===== config.mk =====
export PLATFORM = sky130hd
export DESIGN_NAME = mini_src_control_unit
export DESIGN_NICKNAME = d
export VERILOG_FILES = /design/src/rtl/mini_src_pkg.sv /design/src/rtl/mini_src_op_decode.sv /design/src/rtl/mini_src_control_unit.sv
export SDC_FILE = /design/constraint.sdc
export NUM_CORES = 1
export LEC_CHECK = 0
export ABC_AREA = 0
export CAP_MARGIN = 40
export CORE_MARGIN = 2
export CORE_UTILIZATION = 32
export CTS_CLUSTER_SIZE = 12
export DETAILED_ROUTE_END_ITERATION = 12
export HOLD_SLACK_MARGIN = 0.08
export PLACE_DENSITY_LB_ADDON = 0.1
export SKIP_LAST_GASP = 1
export SLEW_MARGIN = 10
export SYNTH_ARGS = -nofsm -noshare
export SYNTH_HDL_FRONTEND = slang
export SYNTH_HIERARCHICAL = 1
export SYNTH_SLANG_ARGS = --single-unit

===== constraint.sdc =====
create_clock -name clock -period 3.5 [get_ports clock]
set_input_delay 1.05 -clock clock [delete_from_list [all_inputs] [get_ports clock]]
set_output_delay 1.05 -clock clock [all_outputs]
set_load 0.005 [all_outputs]

===== src/rtl/mini_src_pkg.sv =====
// Shared opcode values, FSM state encoding and opcode classes for the Mini-SRC control unit.
package mini_src_pkg;

  localparam logic [4:0] OpAdd  = 5'b00011;
  localparam logic [4:0] OpSub  = 5'b00100;
  localparam logic [4:0] OpAnd  = 5'b00101;
  localparam logic [4:0] OpOr   = 5'b00110;
  localparam logic [4:0] OpShr  = 5'b00111;
  localparam logic [4:0] OpShl  = 5'b01000;
  localparam logic [4:0] OpRor  = 5'b01001;
  localparam logic [4:0] OpRol  = 5'b01010;
  localparam logic [4:0] OpMul  = 5'b01111;
  localparam logic [4:0] OpDiv  = 5'b10000;
  localparam logic [4:0] OpNeg  = 5'b10001;
  localparam logic [4:0] OpNot  = 5'b10010;
  localparam logic [4:0] OpNop  = 5'b11010;
  localparam logic [4:0] OpHalt = 5'b11011;

  typedef enum logic [3:0] {
    StReset, StT0, StT1, StT2, StT3, StT4, StT5, StT6, StHalt
  } state_e;

  typedef enum logic [2:0] {
    ClsAlu2, ClsAlu1, ClsMulDiv, ClsNop, ClsHalt, ClsIllegal
  } op_class_e;

endpackage


===== src/rtl/mini_src_op_decode.sv =====
// Combinational opcode classifier: maps IR[31:27] to the execute-sequence class.
module mini_src_op_decode
  import mini_src_pkg::*;
(
  input  logic [4:0] opcode_i,
  output op_class_e  op_class_o
);

  always_comb begin
    op_class_o = ClsIllegal;
    case (opcode_i)
      OpAdd, OpSub, OpAnd, OpOr,
      OpShr, OpShl, OpRor, OpRol: op_class_o = ClsAlu2;
      OpNeg, OpNot:               op_class_o = ClsAlu1;
      OpMul, OpDiv:               op_class_o = ClsMulDiv;
      OpNop:                      op_class_o = ClsNop;
      OpHalt:                     op_class_o = ClsHalt;
      default:                    op_class_o = ClsIllegal;
    endcase
  end

endmodule


===== src/rtl/mini_src_control_unit.sv =====
// Hardwired Mini-SRC sequencer: fetch T0-T2, class-dependent execute T3-T6, Moore strobes.
module mini_src_control_unit
  import mini_src_pkg::*;
#(
  parameter int unsigned OPW = 5
) (
  input  logic           clock,
  input  logic           clear,
  input  logic [31:0]    ir,
  input  logic           mem_ready,
  input  logic           stop,
  output logic           PCout,
  output logic           Zhighout,
  output logic           Zlowout,
  output logic           MDRout,
  output logic           HIout,
  output logic           LOout,
  output logic           MARin,
  output logic           PCin,
  output logic           MDRin,
  output logic           IRin,
  output logic           Yin,
  output logic           HIin,
  output logic           LOin,
  output logic           Zhighin,
  output logic           Zlowin,
  output logic           IncPC,
  output logic           Read,
  output logic           Gra,
  output logic           Grb,
  output logic           Grc,
  output logic           Rin,
  output logic           Rout,
  output logic [OPW-1:0] alu_op,
  output logic           run,
  output logic           illegal
);

  state_e    state_q, state_d;
  op_class_e op_class;
  logic      t1_entry_q;
  logic      at_boundary;
  logic      unused_ir;

  // Register fields are consumed by the datapath's select-and-encode logic, not here.
  assign unused_ir = ^ir[26:0];

  mini_src_op_decode u_op_decode (
    .opcode_i   (ir[31:27]),
    .op_class_o (op_class)
  );

  always_ff @(posedge clock or negedge clear) begin
    if (!clear) begin
      state_q    <= StReset;
      t1_entry_q <= 1'b0;
    end else begin
      state_q    <= state_d;
      t1_entry_q <= (state_q == StT0);
    end
  end

  always_comb begin
    state_d     = state_q;
    at_boundary = 1'b0;
    case (state_q)
      StReset: state_d = StT0;
      StT0:    state_d = StT1;
      StT1:    if (mem_ready) state_d = StT2;
      StT2:    state_d = StT3;
      StT3: begin
        case (op_class)
          ClsAlu2, ClsAlu1, ClsMulDiv: state_d = StT4;
          ClsHalt:                     state_d = StHalt;
          default:                     at_boundary = 1'b1;
        endcase
      end
      StT4: begin
        if (op_class == ClsAlu1) at_boundary = 1'b1;
        else                     state_d = StT5;
      end
      StT5: begin
        if (op_class == ClsAlu2) at_boundary = 1'b1;
        else                     state_d = StT6;
      end
      StT6:    at_boundary = 1'b1;
      StHalt:  state_d = StHalt;
      default: state_d = StReset;
    endcase
    // Halt requests only take effect once the current instruction has fully retired.
    if (at_boundary) state_d = stop ? StHalt : StT0;
  end

  always_comb begin
    PCout    = 1'b0;
    Zhighout = 1'b0;
    Zlowout  = 1'b0;
    MDRout   = 1'b0;
    HIout    = 1'b0;
    LOout    = 1'b0;
    MARin    = 1'b0;
    PCin     = 1'b0;
    MDRin    = 1'b0;
    IRin     = 1'b0;
    Yin      = 1'b0;
    HIin     = 1'b0;
    LOin     = 1'b0;
    Zhighin  = 1'b0;
    Zlowin   = 1'b0;
    IncPC    = 1'b0;
    Read     = 1'b0;
    Gra      = 1'b0;
    Grb      = 1'b0;
    Grc      = 1'b0;
    Rin      = 1'b0;
    Rout     = 1'b0;
    alu_op   = '0;
    illegal  = 1'b0;
    run      = (state_q != StReset) && (state_q != StHalt);
    case (state_q)
      StT0: begin
        PCout = 1'b1; MARin = 1'b1; IncPC = 1'b1; Zlowin = 1'b1;
      end
      StT1: begin
        // PC is loaded once even if memory stalls the fetch for several cycles.
        Zlowout = 1'b1; Read = 1'b1; MDRin = 1'b1; PCin = t1_entry_q;
      end
      StT2: begin
        MDRout = 1'b1; IRin = 1'b1;
      end
      StT3: begin
        case (op_class)
          ClsAlu2:    begin Grb = 1'b1; Rout = 1'b1; Yin = 1'b1; end
          ClsAlu1:    begin Grb = 1'b1; Rout = 1'b1; Zlowin = 1'b1; alu_op = ir[31 -: OPW]; end
          ClsMulDiv:  begin Gra = 1'b1; Rout = 1'b1; Yin = 1'b1; end
          ClsIllegal: illegal = 1'b1;
          default:    ;
        endcase
      end
      StT4: begin
        case (op_class)
          ClsAlu2:   begin Grc = 1'b1; Rout = 1'b1; Zlowin = 1'b1; alu_op = ir[31 -: OPW]; end
          ClsAlu1:   begin Zlowout = 1'b1; Gra = 1'b1; Rin = 1'b1; end
          ClsMulDiv: begin
            Grb = 1'b1; Rout = 1'b1; Zlowin = 1'b1; Zhighin = 1'b1; alu_op = ir[31 -: OPW];
          end
          default:   ;
        endcase
      end
      StT5: begin
        case (op_class)
          ClsAlu2:   begin Zlowout = 1'b1; Gra = 1'b1; Rin = 1'b1; end
          ClsMulDiv: begin Zlowout = 1'b1; LOin = 1'b1; end
          default:   ;
        endcase
      end
      StT6: begin
        Zhighout = 1'b1; HIin = 1'b1;
      end
      default: ;
    endcase
  end

endmodule


---- Yosys cells after proc, flatten, opt, wreduce, memory -nomap -nowiden ----
Memories as Yosys holds them, arrays and structs flattened.
Cells that the tools add are included.
storage, ports and cells
  memory bits (read-only) ................. 96
  register bits ........................... 5
  output and inout port bits .............. 29
  memories kept ........................... 1
operators by class
  reductions and logical operators ........ 9
  eq/ne operators ......................... 18
  multiplexer cells ....................... 35
memory list
  name              words  bits a word  read ports  clocked after Yosys merged registers in  wr ports  line                      RTL
  (name not given)  32     3            1           0                                        0         mini_src_op_decode.sv:11  case (opcode_i)
operators with widths
  operator              count
  $pmux W4 S9           1
  $mux W4               5
  $mux W1               18
  $eq A4 B3 Y1 const B  4
  $mux W5               2
  $pmux W5 S2           1
  $ne A3 B3 Y1 const B  3
  $pmux W1 S3           3
  $eq A4 B2 Y1 const B  2
  $ne A4 B4 Y1 const B  2
  $pmux W4 S2           1
  $eq A3 B3 Y1 const B  2
  $pmux W1 S2           3
  $reduce_and A5 Y1     1
  $eq A4 B1 Y1 const B  1
  $eq A4 B4 Y1 const B  1
  $logic_not A4 Y1      1
  $pmux W1 S4           1
  $reduce_bool A4 Y1    1
  $reduce_or A2 Y1      2
  $reduce_or A4 Y1      1
  $eq A3 B1 Y1 const B  1
  $eq A3 B2 Y1 const B  1
  $logic_not A3 Y1      1
  3 further kinds       3

---- Logic depth before layout (Yosys ltp) ----
Gate-level depths: netlist of run 1.
An unclocked memory read counts as a cell.
  depth in word-level cells ............... 7
  gate-level depth with buffers ........... 8

---- By module ----
The synthesis of run 1 kept the hierarchy.
by module, submodules not included
  module                 area an instance (µm²)  cells each  times used
  mini_src_control_unit  661.9                   90          1
  mini_src_op_decode     123.9                   18          1

---- Worst setup path before layout of run 1 ----
Ideal clock, no wire load.
  path kind ............................... input port to output port
  from .................................... in ir[30]
  to ...................................... out alu_op[0]
  data arrival time ....................... 2.330 ns
  cell stages on the path ................. 7
  data required time ...................... 2.450 ns
  path buffers ............................ 1
  setup slack ............................. 0.120 ns
  cell sequence ........................... or2_1 > o22ai_1 > a31oi_1 > buf_6 > or3_4 > nor2_2 > and2_1
on the way
  longest elaborated chain between the ends .. 5
  elaborated cells on any way between the ends .. 8
RTL lines
  element                                           line                          RTL
  from (decl)                                       mini_src_control_unit.sv:9    input logic [31:0] ir,
  $mem_v2 Z32 W3 (*)                                n/a
  via op_class[2]                                   mini_src_control_unit.sv:40   op_class_e op_class;
  $eq A3 B2 Y1 or $logic_not A3 Y1 (tied branches)  mini_src_control_unit.sv:141  case (op_class)
  $reduce_or A2 Y1 (no line)                        n/a
  $mux W5                                           mini_src_control_unit.sv:141
  $pmux W5 S2 (*)                                   mini_src_control_unit.sv:120  case (state_q)
  to (decl)                                         mini_src_control_unit.sv:34   output logic [OPW-1:0] alu_op,
The timed path passes the listed nets; every way through them passes the cells marked *.

---- Worst setup path after layout of run 1 ----
  from .................................... in ir[30]
  to ...................................... out Zlowin
on the way
  longest elaborated chain between the ends .. 5
  elaborated cells on any way between the ends .. 8
RTL lines
  element                                           line                          RTL
  $mem_v2 Z32 W3 (*)                                n/a
  via op_class[0]                                   mini_src_control_unit.sv:40
  $eq A3 B2 Y1 or $logic_not A3 Y1 (tied branches)  mini_src_control_unit.sv:141
  $reduce_or A2 Y1 (no line)                        n/a
  $mux W1                                           mini_src_control_unit.sv:141
  $pmux W1 S3 (*)                                   mini_src_control_unit.sv:120
  to (decl)                                         mini_src_control_unit.sv:26   output logic Zlowin,
Marks and branches as above.

==> impl_metrics.ini, run 1 <==
[cts]
cts_sinks = 5
cts_inserted_buffers = 3
ctsHoldBuffers = 0
insertion_delay_ns = 0.24
root_buffer = clkbuf_4
htreeDepth = 1
clockBufferDepth = 2
cts_tree = yes
path_clk_slew_ns = 0.04

[critical_path]
cp-end-kind = output pin
worstSetupStartpointType = primary input
rr_endpoint = state_q[0]
r2r_slack_ns = 1.96
arrival_ns = 2.45
slowest_stage = a211oi_2
cp_cell_sequence = buf_6 > buf_6 > mux2i_2 > a211oi_2 > buf_4 > inv_4 > mux2i_4 > nor2_4 > or2_1 > buf_2
timing.rr.start = state_q[3]
path_class = primary input to output pin
crit_path_max_fanout = 6
critPathTopFamily = buffers and inverters
critical_path_buf_inv_count = 5
critPathRequiredTime_ns = 2.45
max_stage_delay_ns = 0.26
r2r_cells = 4
cpMostUsedCell = buf_6

[floorplan]
rows = 17
ioPinCount = 65
die_area_sq_um = 2870
initial_utilization_pct = 34.5
coreArea_sq_um = 2280
fp.dieH_um = 53.6
fp.dieW_um = 53.6

[place]
place_area_sq_um = 1170
dp_hpwl_um = 1580
portBuffers = 35
gp_congestion = 0.835
place_inst = 173
pre_cts_ws_ns = -0.895

[detailed_routing]
viasPerCell = 4.96
drc = 0
drtIter0Drc = 2
dr_wl_met3_um = 125
wire_per_inst_um = 11.9
vias = 922
routed_wl_um = 2220
wirelength_met1_um = 1060
antenna_left = 0
dr.max_layer_used = met3
met2_length_um = 1030
drt_pass1_iterations = 3

[sta]
slew_violations = 0
rsz0062_at_grt = yes
max_freq_mhz = 285
period_needed_ns = 3.50
hold_ws_ns = 0.609
fin_ws_ns = -0.00275
tns_ns = -0.00275
hold_violations = 0
fin_crit_sh_pct = 100
setup_viol = 1
finClkSkew_ns = 0.00398

[power]
peakVddDrop_uv = 415
p_leak_nw = 0.611
total_power_uw = 724
power.density_nw_per_um2 = 532

[layout]
stdcell_area_sq_um = 1360
final_util_pct = 59.8
fin_cells = 186
area_delta_synth_final_pct = 73.2
final_nets = 195
drive_above_1_share_pct = 50.0
fill_cells = 210
diodes = 0

[hold_path]
hp-start = state_q[3]
min_path_type = flop to flop
hold_depth = 1
min_to = state_q[1]

[global_route]
antenna_found_initial = 0
grt_pass1_vias = 904
grt_max_degree = 16
grt.total_usage_pct = 17.5
grt_pass1_wl_um = 3760
grt-ovfl-total = 0

[synth]
syn_inst = 108
async_flop_share_pct = 100
synth_edf_count = 0
ys_seq_elements = 5
synth.distinct_cells = 41
ys_seq_area_share_pct = 15.9
syn-mean-instance-area_sq_um = 7.28
yosys.area.top_type = dfrtp_1
synth_top_area_share_pct = 15.9
yosys_warnings = 6
syn_area_sq_um = 786
synth_top_cells_by_area = dfrtp_1 16%, buf_4 7.6%, nor3_1 7.0%
ys.flop_type = dfrtp_1

[flow_run]
max_cap_violations = 0

[outcome]
outcome = complete, but fails checks
failed_checks = setup timing
area by class of cell:
| cell class | count | area, sq um | share of cell area, % |
|---|---|---|---|
| multi-input cells | 85 | 664 | 48.8 |
| repair buffers | 60 | 493 | 36.2 |
| flip-flops and latches | 5 | 125 | 9.19 |
| well taps | 28 | 35.0 | 2.57 |
| clock buffers | 4 | 26.3 | 1.93 |
| inverters | 4 | 17.5 | 1.29 |
per-layer routing:
layer | vias up | GRT usage [%]
met5 | - | 0
met4 | 0 | 5.56
met3 | 0 | 1.67
met2 | 30 | 30.2
met1 | 418 | 22.9
li1 | 474 | -
placed cells by master (no fill, tap or decap), types with 2 or more instances in the layout:
cell | synthesis | final
a21oi_1 | 7 | 2
a21oi_2 | 1 | 5
and2_1 | 5 | 5
and3_1 | 3 | 3
buf_2 | 3 | 12
buf_4 | 8 | 21
buf_6 | 4 | 8
clkbuf_2 | 0 | 2
clkbuf_4 | 0 | 3
clkdlybuf4s50_1 | 0 | 14
conb_1 | 1 | 2
dfrtp_1 | 5 | 5
inv_1 | 4 | 3
nand2_1 | 4 | 3
nand2b_1 | 5 | 4
nand2b_4 | 1 | 2
nand3_1 | 3 | 2
nand3b_1 | 2 | 2
nor2_1 | 9 | 6
nor2_2 | 1 | 2
nor2_4 | 0 | 2
nor2b_1 | 3 | 2
nor3_1 | 11 | 7
nor3_2 | 0 | 2
nor3_4 | 0 | 2
or2_1 | 3 | 3
or3_4 | 1 | 2
worst max-delay path by stage:
stage,start,end,slack [ns],cells past startpoint
floorplan,ir[30],alu_op[0],0.12,7
global placement,ir[31],alu_op[3],-0.87,8
detailed placement,ir[27],Zlowin,-0.89,10
CTS,ir[31],Zlowin,-0.07,11
global route,ir[31],Zlowout,-0.1,10
finish,ir[30],Zlowin,-0.003,10
cell usage after synthesis, types with 3 or more instances:
| cell | count |
|---|---|
| nor2b_1 | 3 |
| nand2b_1 | 5 |
| or2_1 | 3 |
| dfrtp_1 | 5 |
| buf_4 | 8 |
| nor3_1 | 11 |
| buf_2 | 3 |
| nand3_1 | 3 |
| and3_1 | 3 |
| buf_6 | 4 |
| a21oi_1 | 7 |
| mux2i_1 | 3 |
| nor2_1 | 9 |
| nand2_1 | 4 |
| inv_1 | 4 |
| and2_1 | 5 |
power by group:
| group | switching [mW] | internal, mW | total (mW) |
|---|---|---|---|
| combinational | 0.253 | 0.281 | 0.535 |
| sequential | 0.0419 | 0.0839 | 0.126 |
| clock | 0.0210 | 0.0429 | 0.0640 |
| total | 0.316 | 0.408 | 0.724 |
timing repair:
item                                    4_1_cts  5_1_grt
buffers inserted                              7        2
gates resized for setup                     106       20
pin swaps                                    13       12
endpoints found under the setup margin       16       16
state kept, by name (all words and copies together) (netlist names):
name,cells
state_q,4
t1_entry_q,1
cell families after synthesis:
family / Yosys count / share of synthesized area [%]
flops: 5 / 15.9
simple gates: 58 / 42.7
other cells: 1 / 0.477
fa+ha+maj: 1 / 1.43
compound gates: 21 / 18.5
mux: 3 / 3.82
buf+inv: 19 / 17.2
worst register-to-register path: stages (launching register included):
cell	delay [ns]
dfrtp_1	0.47
nand2b_4	0.27
nor3_1	0.08
a2111oi_0	0.46
a22o_1	0.20
Note: power is estimated with default switching activity, not from simulation.
==> inputs of run 2 (changes only) <==
--- a/config.mk
+++ b/config.mk
@@ -5,12 +5,14 @@
 export SDC_FILE = /design/constraint.sdc
 export NUM_CORES = 1
 export LEC_CHECK = 0
-export ABC_AREA = 0
+export ABC_AREA = 1
 export CAP_MARGIN = 40
+export CORE_ASPECT_RATIO = 1.75
 export CORE_MARGIN = 2
-export CORE_UTILIZATION = 32
+export CORE_UTILIZATION = 31
 export CTS_CLUSTER_SIZE = 12
 export DETAILED_ROUTE_END_ITERATION = 12
+export GPL_ROUTABILITY_DRIVEN = 0
 export HOLD_SLACK_MARGIN = 0.08
 export PLACE_DENSITY_LB_ADDON = 0.1
 export SKIP_LAST_GASP = 1
==> run 2 against run 1 <==
  * The flow now finishes without violations
  * Fmax is 0.91% higher
  * Die area is 1.0% lower
  * Combinational power is 6.7% lower
==> impl_metrics.ini, run 2 <==
[floorplan]
die_area_sq_um = 2840
fp.dieH_um = 69.0
rows = 23
coreArea_sq_um = 2300
initial_utilization_pct = 32.5
fp.dieW_um = 41.1
ioPinCount = 65

[cts]
cts_sinks = 5
ctsHoldBuffers = 0
insertion_delay_ns = 0.22
cts_inserted_buffers = 3
path_clk_slew_ns = 0.03
clockBufferDepth = 2
htreeDepth = 1
cts_tree = yes
root_buffer = clkbuf_8

[synth]
synth.distinct_cells = 22
synth.most_common_cell = nand2_1
synth_edf_count = 0
ys_top_cells_by_count = 35 x nand2_1, 23 x nor2_1, 15 x inv_1
synthMuxAreaShare_pct = 0
synthAdderAreaFrac_pct = 0
synth_top_family_by_area = simple AND/OR/NAND/NOR gates
ys_seq_area_share_pct = 16.7
ys.flop_type = dfrtp_1
synth_top_cells_by_area = nand2_1 18%, dfrtp_1 17%, nor2_1 12%
synth_compound_area_share_pct = 8.86
syn_inst = 133
synth-xor-area-share_pct = 0
syn_area_sq_um = 748
syn-mean-instance-area_sq_um = 5.63
ys_seq_elements = 5
async_flop_share_pct = 100
synth_top_area_share_pct = 17.6
synthSimpleGateAreaFrac_pct = 54.3
yosys.area.top_type = nand2_1
yosys_warnings = 6

[layout]
max_flop_register = state_q
diodes = 0
layout_commonest_cell = nand2_1
final_util_pct = 57.5
area_delta_synth_final_pct = 76.9
largest_registers = state_q x4, t1_entry_q x1
stdcell_area_sq_um = 1320
layout_common_cells = 28 x nand2_1, 23 x nor2_1, 15 x inv_1, 14 x clkdlybuf4s50_1, 14 x buf_4
largest_register_ffs = 4
final_nets = 223
drive_above_1_share_pct = 37.6

[detailed_routing]
drc = 0
antenna_left = 0
viasPerCell = 4.62
wire_per_inst_um = 10.6
vias = 975
drt_pass1_iterations = 4
routed_wl_um = 2250
drtIter0Drc = 14

[place]
portBuffers = 35
dp_hpwl_um = 1760
place_area_sq_um = 1180

[power]
peakVddDrop_uv = 401
power.density_nw_per_um2 = 541
p_leak_nw = 0.786

[sta]
slew_violations = 0
finClkSkew_ns = 0.000194
setup_viol = 0
rsz0062_at_grt = yes
tns_ns = 0
period_needed_ns = 3.47
max_freq_mhz = 288
fin_crit_sh_pct = 99.2
hold_violations = 0

[hold_path]
hp-start = state_q[3]
hold_depth = 2
min_path_type = flop to flop
min_to = state_q[3]

[critical_path]
cp-end-kind = output pin
path_class = primary input to output pin
rr_endpoint = state_q[0]
timing.rr.start = state_q[3]
arrival_ns = 2.42
r2r_cells = 8
critPathRequiredTime_ns = 2.45
worstSetupStartpointType = primary input
r2r_slack_ns = 2.15
crit_path_max_fanout = 4

[flow_run]
max_cap_violations = 0

[global_route]
grt_pass1_vias = 910
grt-ovfl-total = 0
grt.total_usage_pct = 18.5
grt_pass1_wl_um = 3660
grt_max_degree = 7
antenna_found_initial = 0

[outcome]
outcome = finished, final reports clean
[run 2: worst max path at each step]
stage	startpoint	to	slack [ns]	cells after the start
6_report	ir[29]	alu_op[3]	0.03	14
4_1_cts	ir[29]	alu_op[3]	-0.07	13
2_1_floorplan	ir[27]	Zlowin	0.47	10
3_5_place_dp	ir[27]	alu_op[3]	-0.64	12
3_3_place_gp	ir[29]	Gra	-0.63	12
5_1_grt	ir[27]	alu_op[3]	-0.09	14
[run 2: worst max-delay path, stage by stage]
cell and delay [ns]:
buf_6 0.10, inv_4 0.07, nand3_2 0.09, nand2_1 0.09, nand2_1 0.07, nand2_2 0.08, nand2_4 0.07, buf_6 0.12
inv_4 0.06, nor2_4 0.04, a22oi_4 0.16, buf_6 0.13, nor2_1 0.03, dlygate4sd2_1 0.25
[run 2: per-stage QoR]
step / worst slack, ns / cells / hold slack, ns / total power, mW
detailed placement: -0.644 / 200 / 0.581 / 0.600
floorplan: 0.468 / 134 / 0.531 / 0.396
global route: -0.0891 / 211 / 0.649 / 0.790
finish: 0.0287 / 211 / 0.590 / 0.716
CTS: -0.0662 / 209 / 0.589 / 0.707
global placement: -0.633 / 200 / 0.573 / 0.596
[run 2: cell type report]
type / instances / area (sq um)
timing repair buffer: 55 / 480
fill: 256 / 978
sequential: 5 / 125
inverter: 25 / 98.8
multi-input combinational: 97 / 543
clock buffer: 4 / 45.0
tap: 25 / 31.3
[run 2: cell families after synthesis]
kind of cell	Yosys count
simple gates	86
flops	5
compound gates	9
other cells	1
buf+inv	32
[run 2: where the power goes]
part | switching (mW) | internal (mW) | total (mW)
Clock | 0.0274 | 0.0781 | 0.106
Sequential | 0.0257 | 0.0864 | 0.112
Combinational | 0.262 | 0.236 | 0.499
Total | 0.315 | 0.401 | 0.716
[run 2: repair_timing]
item | 4_1_cts | 5_1_grt
pin swaps | 9 | 13
setup endpoints to repair | 16 | 12
setup buffers | 6 | 2
resized for setup | 50 | 34
[run 2: metal layers]
metal,track usage [%],part of all wire [%],vias to the layer above
met3,2.56,3.1,6
met1,19.1,35,442
li1,-,-,504
met2,33.6,60,23
met5,0,0,-
met4,9.27,2.4,0
